**src/rtl/bsc_axiu_axis_packet_arbiter.sv**
```systemverilog
// rtl/bsc_axiu_axis_packet_arbiter.sv - two-source AXIS packet arbiter with registered output
// Optional build macro: BSC_AXIU_ARB_FIXED_PRIORITY_EN (S0 always preferred in IDLE).
module bsc_axiu_axis_packet_arbiter #(
    parameter int ID_WIDTH = 1
) (
    input  logic                clk,
    input  logic                aresetn,
    input  logic [63:0]         S0_AXIS_tdata,
    input  logic [1:0]          S0_AXIS_tdest,
    input  logic [ID_WIDTH-1:0] S0_AXIS_tid,
    input  logic                S0_AXIS_tlast,
    input  logic                S0_AXIS_tvalid,
    output logic                S0_AXIS_tready,
    input  logic [63:0]         S1_AXIS_tdata,
    input  logic [1:0]          S1_AXIS_tdest,
    input  logic [ID_WIDTH-1:0] S1_AXIS_tid,
    input  logic                S1_AXIS_tlast,
    input  logic                S1_AXIS_tvalid,
    output logic                S1_AXIS_tready,
    output logic [63:0]         M_AXIS_tdata,
    output logic [1:0]          M_AXIS_tdest,
    output logic [ID_WIDTH-1:0] M_AXIS_tid,
    output logic                M_AXIS_tlast,
    output logic                M_AXIS_tvalid,
    input  logic                M_AXIS_tready
);

    typedef enum logic {
        IDLE = 1'b0,
        LOCK = 1'b1
    } state_t;

    state_t              state, state_nxt;
    logic                grant, grant_nxt;
    logic                pick;
    logic                out_free;
    logic                accept;
    logic [63:0]         sel_tdata;
    logic [1:0]          sel_tdest;
    logic [ID_WIDTH-1:0] sel_tid;
    logic                sel_tlast;
    logic                sel_tvalid;

`ifdef BSC_AXIU_ARB_FIXED_PRIORITY_EN
    assign pick = !S0_AXIS_tvalid;
`else
    logic rr_ptr;

    // Preferred source wins if it is valid, otherwise the other one is taken.
    assign pick = rr_ptr ? S1_AXIS_tvalid : !S0_AXIS_tvalid;

    always_ff @(posedge clk or negedge aresetn) begin
        if (!aresetn) begin
            rr_ptr <= 1'b0;
        end else if (accept && sel_tlast) begin
            rr_ptr <= ~grant;
        end
    end
`endif

    always_comb begin
        sel_tdata  = grant ? S1_AXIS_tdata  : S0_AXIS_tdata;
        sel_tdest  = grant ? S1_AXIS_tdest  : S0_AXIS_tdest;
        sel_tid    = grant ? S1_AXIS_tid    : S0_AXIS_tid;
        sel_tlast  = grant ? S1_AXIS_tlast  : S0_AXIS_tlast;
        sel_tvalid = grant ? S1_AXIS_tvalid : S0_AXIS_tvalid;
    end

    // Output slot is free when empty or draining this cycle: full throughput.
    assign out_free = !M_AXIS_tvalid || M_AXIS_tready;

    always_comb begin
        state_nxt      = state;
        grant_nxt      = grant;
        S0_AXIS_tready = 1'b0;
        S1_AXIS_tready = 1'b0;
        accept         = 1'b0;
        case (state)
            IDLE: begin
                if (S0_AXIS_tvalid || S1_AXIS_tvalid) begin
                    grant_nxt = pick;
                    state_nxt = LOCK;
                end
            end
            LOCK: begin
                S0_AXIS_tready = !grant && out_free;
                S1_AXIS_tready = grant && out_free;
                accept         = sel_tvalid && out_free;
                if (accept && sel_tlast) begin
                    state_nxt = IDLE;
                end
            end
            default: state_nxt = IDLE;
        endcase
    end

    always_ff @(posedge clk or negedge aresetn) begin
        if (!aresetn) begin
            state <= IDLE;
            grant <= 1'b0;
        end else begin
            state <= state_nxt;
            grant <= grant_nxt;
        end
    end

    always_ff @(posedge clk or negedge aresetn) begin
        if (!aresetn) begin
            M_AXIS_tdata  <= '0;
            M_AXIS_tdest  <= '0;
            M_AXIS_tid    <= '0;
            M_AXIS_tlast  <= 1'b0;
            M_AXIS_tvalid <= 1'b0;
        end else if (accept) begin
            M_AXIS_tdata  <= sel_tdata;
            M_AXIS_tdest  <= sel_tdest;
            M_AXIS_tid    <= sel_tid;
            M_AXIS_tlast  <= sel_tlast;
            M_AXIS_tvalid <= 1'b1;
        end else if (M_AXIS_tready) begin
            M_AXIS_tvalid <= 1'b0;
        end
    end

endmodule

```
**config.mk**
```make
export PLATFORM = sky130hd
export DESIGN_NAME = bsc_axiu_axis_packet_arbiter
export DESIGN_NICKNAME = d
export VERILOG_FILES = /design/src/rtl/bsc_axiu_axis_packet_arbiter.sv
export SDC_FILE = /design/constraint.sdc
export NUM_CORES = 1
export LEC_CHECK = 0
export ABC_AREA = 1
export CAP_MARGIN = 10
export CORE_MARGIN = 8
export CORE_UTILIZATION = 25
export DETAILED_ROUTE_END_ITERATION = 12
export DONT_BUFFER_PORTS = 1
export PLACE_DENSITY = 0.35
export SKIP_CTS_REPAIR_TIMING = 1
export SYNTH_ARGS = -nofsm -noshare
export SYNTH_HDL_FRONTEND = slang
export SYNTH_SLANG_ARGS = --single-unit
```
**constraint.sdc**
```tcl
create_clock -name clk -period 1.98 [get_ports clk]
set_clock_uncertainty 0.2 [all_clocks]
set_input_delay 0.396 -clock clk [delete_from_list [all_inputs] [get_ports clk]]
set_output_delay 0.396 -clock clk [all_outputs]
set_load 0.005 [all_outputs]
```
; After elaboration in Yosys (flattened, before gate mapping)
; Cells that the tools add are included.
[classes]
muxes = 14
bitwise_logic = 2
n_reduce_logical = 12
[ops]
columns = cell, n
row1 = $mux W64, 1
row2 = $mux W1, 11
row3 = $logic_and A1 B1 Y1, 5
row4 = $logic_not A1 Y1, 3
row5 = $logic_or A1 B1 Y1, 2
row6 = $mux W2, 1
row7 = $not A1 Y1, 2
row8 = $pmux W1 S2, 1
row9 = $reduce_and A2 Y1, 1
row10 = $reduce_bool A2 Y1, 1
[word_totals]
register_bits = 72
inputBits = 141
out_inout_bits = 71
word_cells = 36

; Longest topological paths before layout
; Gate-level depths: netlist of run 1.
[depth]
ltp_word = 6
mapped_depth = 9
depth_no_buf = 6

; Worst setup path before layout of run 1
; OpenSTA, ideal clock, no wires.
[synth_path]
path_type = reg2reg
from = reg grant
to = reg M_AXIS_tdata[0]
setup_time_ns = 0.123
arrival_ns = 1.142
required_time_ns = 1.657
path_slack_ns = 0.515
stages_incl_launch_ff = 10
n_path_buf = 3
synth_period_minus_slack_ns = 1.465
cell_sequence = dfrtp_1 > buf_6 > inv_4 > nand2_2 > nand2_4 > nand2_4 > buf_6 > buf_6 > nand2_2 > o21ai_2
[synth_between]
elab_chain_cells = 3
word_cells_on_any_way = 4
classes_between = 3 x mux / 1 x reduce/logical
[synth_rtl]
columns = item, line
row1 = start: declaration, 34  ; logic grant, grant_nxt;
row2 = start signal: assignment, 103  ; grant <= grant_nxt;
row3 = $mux W1, 66  ; sel_tvalid = grant ? S1_AXIS_tvalid : S0_AXIS_tvalid;
row4 = $logic_and A1 B1 Y1, 88  ; accept = sel_tvalid && out_free;
row5 = $mux W1, 78  ; case (state)
row6 = end signal: assignment, 115  ; M_AXIS_tdata <= sel_tdata;
row7 = end: declaration, 20  ; output logic [63:0] M_AXIS_tdata,
; Several ways; a longest one is shown, not always the timed one.
; A chain may end at the register's enable or synchronous reset.

; Final worst setup path of run 1
[layout_path]
from = reg grant
to = out S1_AXIS_tready
[layout_between]
elab_chain_cells = 2
[layout_rtl]
columns = item, line
row1 = $logic_and A1 B1 Y1, 87  ; S1_AXIS_tready = grant && out_free;
row2 = $mux W1, 78
row3 = end: declaration, 19  ; output logic S1_AXIS_tready,
; No other way between the ends.

==> results of run 1 <==
-- area by class of cell --
| type | instances | area [um^2] |
|---|---|---|
| fillers | 1455 | 9910 |
| well taps | 180 | 225 |
| clock inverters | 3 | 17.5 |
| repair buffers | 6 | 57.6 |
| clock buffers | 13 | 250 |
| inverters | 7 | 28.8 |
| diodes | 1 | 2.50 |
| multi-input cells | 291 | 1530 |
| flip-flops and latches | 72 | 1800 |
-- kinds of logic after synthesis --
| family | Yosys count | synth area share |
|---|---|---|
| simple gates | 153 | 0.223 |
| compound gates | 138 | 0.208 |
| flops | 72 | 0.510 |
| buf+inv | 36 | 0.0588 |
-- cell usage in the layout (no fill, tap or decap), types with 2 or more instances in the layout --
master / instances
sky130_fd_sc_hd__or2_2: 61
sky130_fd_sc_hd__nand2_4: 2
sky130_fd_sc_hd__nand2_2: 11
sky130_fd_sc_hd__o21ai_2: 10
sky130_fd_sc_hd__nand3_1: 2
sky130_fd_sc_hd__dfrtp_1: 71
sky130_fd_sc_hd__nand2_1: 68
sky130_fd_sc_hd__nor2_1: 2
sky130_fd_sc_hd__clkinv_2: 2
sky130_fd_sc_hd__buf_4: 5
sky130_fd_sc_hd__or2_1: 6
sky130_fd_sc_hd__o21ai_0: 94
sky130_fd_sc_hd__clkbuf_1: 3
sky130_fd_sc_hd__clkbuf_16: 9
sky130_fd_sc_hd__o21ai_1: 31
sky130_fd_sc_hd__inv_1: 6
-- routing by layer --
layer,global-route usage,vias up
met4,0.0468,2
met3,0.0650,11
met5,0,-
li1,-,1292
met2,0.173,128
met1,0.127,1120
-- flip-flops by register name, summed over array words and instances (netlist names) --
register	cells
rr_ptr	1
M_AXIS_tlast	1
state	1
M_AXIS_tvalid	1
M_AXIS_tdata	64
M_AXIS_tid	1
M_AXIS_tdest	2
grant	1
-- power groups by stage --
stage	clock [uW]	combinational (uW)	sequential [uW]
2_1_floorplan	0	2080	2690
3_3_place_gp	0	2330	3020
3_5_place_dp	0	2390	2990
4_1_cts	1560	2400	2980
5_1_grt	1610	2730	3060
6_report	1470	2330	2940
-- synthesized netlist by cell type (2+ instances only) --
cell type	number	area, um^2
sky130_fd_sc_hd__buf_2	7	35.0
sky130_fd_sc_hd__nand3_1	2	10.0
sky130_fd_sc_hd__o21ai_0	94	470
sky130_fd_sc_hd__or2_1	6	37.5
sky130_fd_sc_hd__nand2_2	11	68.8
sky130_fd_sc_hd__buf_6	8	90.1
sky130_fd_sc_hd__o21ai_2	10	87.6
sky130_fd_sc_hd__nor2_1	2	7.51
sky130_fd_sc_hd__inv_1	6	22.5
sky130_fd_sc_hd__nand2_4	2	22.5
sky130_fd_sc_hd__nand2_1	68	255
sky130_fd_sc_hd__clkbuf_1	13	48.8
sky130_fd_sc_hd__o21ai_1	31	155
sky130_fd_sc_hd__or2_2	61	382
sky130_fd_sc_hd__dfrtp_1	72	1800
-- final timing paths --
path / slack [ns] / cells after the start / end
worst max-delay path: 0.14 / 3 / S1_AXIS_tready
worst min-delay path: -0.44 / 0 / M_AXIS_tdata[16]
worst max register to register: 0.34 / 7 / M_AXIS_tdata[17]
worst min register to register: 0.29 / 2 / rr_ptr
max in group asynchronous: 1.91 / 0 / M_AXIS_tdata[42]
min in group clk: 0.02 / 2 / rr_ptr
-- metrics by stage --
| stage | util | setup slack [ns] | hold slack, ns | power [uW] | cells |
|---|---|---|---|---|---|
| CTS | 0.283 | 0.0588 | -0.467 | 6940 | 572 |
| detailed placement | 0.263 | 0.297 | -0.0967 | 5390 | 556 |
| floorplan | - | 0.515 | -0.0996 | 4770 | 399 |
| global placement | 0.263 | 0.303 | -0.0965 | 5350 | 556 |
| finish | 0.283 | 0.139 | -0.445 | 6730 | 573 |
| global route | 0.283 | 0.0407 | -0.474 | 7400 | 573 |
-- critical path, stage by stage (launching register included) --
cell and delay [ns]:
sky130_fd_sc_hd__dfrtp_2 0.43, sky130_fd_sc_hd__inv_4 0.15, sky130_fd_sc_hd__buf_4 0.24, sky130_fd_sc_hd__nor2_1 0.09
==> run metrics, run 1 <==
result of the run=complete, but fails checks; violated checks=negative hold slack; number of hold violations in the final report=72; number of synthesized flops with an enable pin=0; effective utilization at floorplan=0.256; TritonCTS clock tree=yes; drt first-iter violations=108; # port buffers=0; leakage power of the design=0.00170 uW; arrival time at the worst endpoint=1.25 ns; slew margin rel.=0.657; Seq pwr share=0.436; vertical die dimension=135 um; f_max=543 MHz; dominant register cell in the synthesized netlist=sky130_fd_sc_hd__dfrtp_1; final routed wire length divided by cell count=18.1 um; power share of the clock group=0.218; maximum level of the CTS H-tree=3; max-capacitance violation count=0; wirelength, routed=10400 um; Synth Cell Area=0.00353 mm^2; sort of element at the start of the critical path=flip-flop; RR Startpoint=grant; post-route cell area=0.00392 mm^2; number of setup violations in the final report=0; number of vias per cell after detailed routing=4.46; net switching fraction of the power=0.402; cell internal power dissipation=4020 uW; number of nets in the synthesized netlist=540; wire length of the first global-routing pass=15700 um; post-place instance area=0.00364 mm^2; detailed-route DRC error count=0; Clock Latency Late Sink=0.33 ns; die width=135 um; post-route worst hold slack=-0.445 ns; TritonCTS Buffers=9; total clock sinks=72; top fanout value on the critical path=19; vias in the first global route=2730; count of TritonRoute iterations in the first routing pass=4; Overall Global Routing Usage=0.113; net switching power figure=2710 uW; PD cells=1720 mW/mm^2; nature of the critical path endpoint=output pin; YS warnings=0; CTS max path bufs=2; length of routed met2 wiring=4820 um; count of antenna-violating nets left after detailed routing=0; slew of the pin with the lowest slew margin=0.515 ns; CP Data Required Time=1.38 ns; setup repair after global routing missed its margin=no; startpoint of the worst setup timing path=grant; clock transition time at the flip-flop clock pins of the worst setup and hold paths=0.05 ns; Mapped Cells=399; Final period util=0.930; Met3 Wirelength=1370 um; detailed-route wire length on metal 1=4030 um; share of final-layout standard cells stronger than drive strength 1=0.270; path category of the worst min-delay check=in -> async; vias after detailed routing=2553; total negative slack for setup checks=0 ns; combinational cell fraction of total power=0.346; number of synthesized register bits=72; total grt overflow=0; nets@finish=528; share of async-settable or async-resettable flops after synthesis=1.00; core area=0.0138 mm^2; I/O pin count=212; # rows=43; post-synthesis average cell area=8.86 um^2; largest net degree at the start of global routing=87; number of pins with negative max-slew slack in the final report=0; Top Metal Used=met5; clock root buffer=sky130_fd_sc_hd__clkbuf_16; path type of the worst setup path=reg -> out; maximum resistive drop on vdd=0.732 mV; sequential cell area fraction in the yosys report=0.510; gp weighted congestion=0.719; half-perimeter wire length after detailed placement=7630 um; full die area=0.0182 mm^2; minimum clock period after layout=1.84 ns; number of distinct standard cells referenced by the synthesized netlist=21; antenna violations before repair=2; signed area change from the synthesized netlist to the final layout=10.8%
No activity file was read; power rests on OpenSTA's default activity.
==> run 2: changes to the inputs <==
Settings changed: GPL_ROUTABILITY_DRIVEN set to 0.
==> results of run 2 <==
Final layout, timing and power as in run 1 (identical DEF).
==> run 3: changes to the inputs <==
Settings changed: CORE_MARGIN 8 to not set.
Clock period 1.98 ns to 2.4 ns, I/O delays scaled along.
==> run 3 against run 2 <==
Compared with the run above: the run now ends clean; sequential cell count unchanged; cell count unchanged; clock-buffer cell count unchanged; largest cell class unchanged; critical path type unchanged; non-clock buffer count increased by 1; critical endpoint unchanged; sequential power decreased by 19%; worst setup slack improved by 0.13 ns.
==> run metrics, run 3 (same netlist as run 1, synthesis figures left out) <==
result of the run=finished, final reports clean (was complete, but fails checks); TritonCTS Buffers=9 (unchanged); effective utilization at floorplan=0.256 (unchanged); total clock sinks=72 (unchanged); wirelength, routed=8680 um (was 10400 um); TritonCTS clock tree=yes (unchanged); f_max=470 MHz; slowest CP cell=sky130_fd_sc_hd__buf_4 (was sky130_fd_sc_hd__dfrtp_2); number of setup violations in the final report=0 (unchanged); net switching power figure=2190 uW (was 2710 uW); vias in the first global route=2411 (was 2730); full die area=0.0146 mm^2 (was 0.0182 mm^2); Final period util=0.887; number of hold violations in the final report=0 (was 72); CP bufs+invs=2 (unchanged); Reg with most FFs=M_AXIS_tdata (unchanged); top fanout value on the critical path=71 (was 19); half-perimeter wire length after detailed placement=6050 um (was 7630 um); core area=0.0138 mm^2 (unchanged); share of final-layout standard cells stronger than drive strength 1=0.272 (was 0.270); largest registers=M_AXIS_tdata x64, M_AXIS_tdest x2 (unchanged); final routed wire length divided by cell count=15.2 um (was 18.1 um); slack of the critical path=0.271 ns (was 0.139 ns); Seq pwr share=0.425 (was 0.436); CP Data Required Time=1.72 ns (was 1.38 ns); maximum resistive drop on vdd=0.863 mV (was 0.732 mV); most frequent cells in the layout=sky130_fd_sc_hd__o21ai_0, sky130_fd_sc_hd__dfrtp_1, sky130_fd_sc_hd__nand2_1 (unchanged); die width=121 um (was 135 um); vertical die dimension=121 um (was 135 um); clock transition time at the flip-flop clock pins of the worst setup and hold paths=0.06 ns (was 0.05 ns); post-route worst hold slack=0.103 ns (was -0.445 ns); antenna violations before repair=0 (was 2); signed area change from the synthesized netlist to the final layout=12.0% (was 10.8%); series of cell instances along the critical path=inv_4, buf_4, nor2_1 (unchanged); Clock Latency Late Sink=0.34 ns (was 0.33 ns); path category of the worst min-delay check=in -> reg (was in -> async); slew of the pin with the lowest slew margin=0.745 ns (was 0.515 ns); total negative slack for setup checks=0 ns (unchanged); nets@finish=529 (was 528); net switching fraction of the power=0.391 (was 0.402); I/O pin count=212 (unchanged); highest cell delay on the worst timing path=0.47 ns (was 0.43 ns); arrival time at the worst endpoint=1.45 ns (was 1.25 ns); vias after detailed routing=2551 (was 2553); number of vias per cell after detailed routing=4.45 (was 4.46); Overall Global Routing Usage=0.122 (was 0.113); dpl cells=555 (was 556); CTS max path bufs=2 (unchanged); minimum clock period after layout=2.13 ns; leading cell type in the layout, fill and taps excluded=sky130_fd_sc_hd__o21ai_0 (unchanged); clock root buffer=sky130_fd_sc_hd__clkbuf_16 (unchanged); power share of the clock group=0.239 (was 0.218); detailed-route DRC error count=0 (unchanged); path type of the worst setup path=reg -> out (unchanged); slew margin rel.=0.504 (was 0.657); fin cells=573 (unchanged); # port buffers=0 (unchanged); largest net degree at the start of global routing=77 (was 87); combinational cell fraction of total power=0.336 (was 0.346); setup repair after global routing missed its margin=no (unchanged); maximum level of the CTS H-tree=3 (unchanged); max-capacitance violation count=0 (unchanged); wire length of the first global-routing pass=13300 um (was 15700 um); sort of element at the start of the critical path=flip-flop (unchanged); drt first-iter violations=68 (was 108); number of pins with negative max-slew slack in the final report=0 (unchanged); total grt overflow=0 (unchanged); pre-CTS WS=0.552 ns (was 0.297 ns); cell internal power dissipation=3430 uW (was 4020 uW); count of TritonRoute iterations in the first routing pass=4 (unchanged); # rows=43 (unchanged); nature of the critical path endpoint=output pin (unchanged); leakage power of the design=0.00172 uW (was 0.00170 uW); count of antenna-violating nets left after detailed routing=0 (unchanged); # diodes=0 (was 1); family with the most delay on the worst path=buffers and inverters (was flip-flops); PD cells=1420 mW/mm^2 (was 1720 mW/mm^2); number of flip-flops in the largest register=64 (unchanged)
-- run 3: cell types whose count changed in the layout (fill, tap and decap cells not counted), sizes merged --
| cell | change |
|---|---|
| dlygate4sd3 | +1 |
| diode | -1 |
| bufinv | +1 |
| clkinvlp | -1 |
-- run 3: final timing paths --
check	start	endpoint	slack, ns	cells after the start
min in group asynchronous	aresetn	M_AXIS_tdata[23]	0.50	2
worst min register to register	rr_ptr	rr_ptr	0.29	2
max in group asynchronous	aresetn	grant	1.19	2
worst max-delay path	grant	S1_AXIS_tready	0.27	3
worst max register to register	grant	M_AXIS_tdata[15]	0.60	6
worst min-delay path	S0_AXIS_tlast	rr_ptr	0.10	2
-- run 3: area by class of cell --
class                   count  area (um^2)
clock buffers              13          260
clock inverters             3         40.0
fillers                  1517         9870
inverters                   7         28.8
multi-input cells         291         1520
flip-flops and latches     72         1800
well taps                 180          225
repair buffers              7         75.1
-- run 3: power groups by stage --
stage	logic (uW)	clock network (uW)	registers, uW
after floorplan	1720	0	2220
after global routing	2250	1460	2470
after global placement	1860	0	2450
final	1890	1350	2390
after CTS	1920	1410	2420
after detailed placement	1920	0	2430
-- run 3: worst reg2reg max path: stages, from the launching register on --
cell and delay, ns:
sky130_fd_sc_hd__dfrtp_2 0.44, sky130_fd_sc_hd__nand2_1 0.11, sky130_fd_sc_hd__nand2_4 0.07, sky130_fd_sc_hd__nand2_4 0.06
sky130_fd_sc_hd__buf_4 0.57, sky130_fd_sc_hd__nand2_1 0.15, sky130_fd_sc_hd__o21ai_1 0.11
-- run 3: stage by stage --
step	power, uW	instance area, um^2	utilization
floorplan	3940	3530	-
global placement	4300	3620	0.262
detailed placement	4340	3620	0.262
CTS	5740	3920	0.283
global route	6190	3960	0.286
finish	5620	3960	0.286
-- run 3: per-layer routing --
metal / share of wire / track usage / vias up
met4: 0.024 / 0.0741 / 0
li1: - / - / 1305
met1: 0.42 / 0.152 / 1114
met5: 0 / 0 / -
met3: 0.10 / 0.0418 / 12
met2: 0.45 / 0.183 / 120
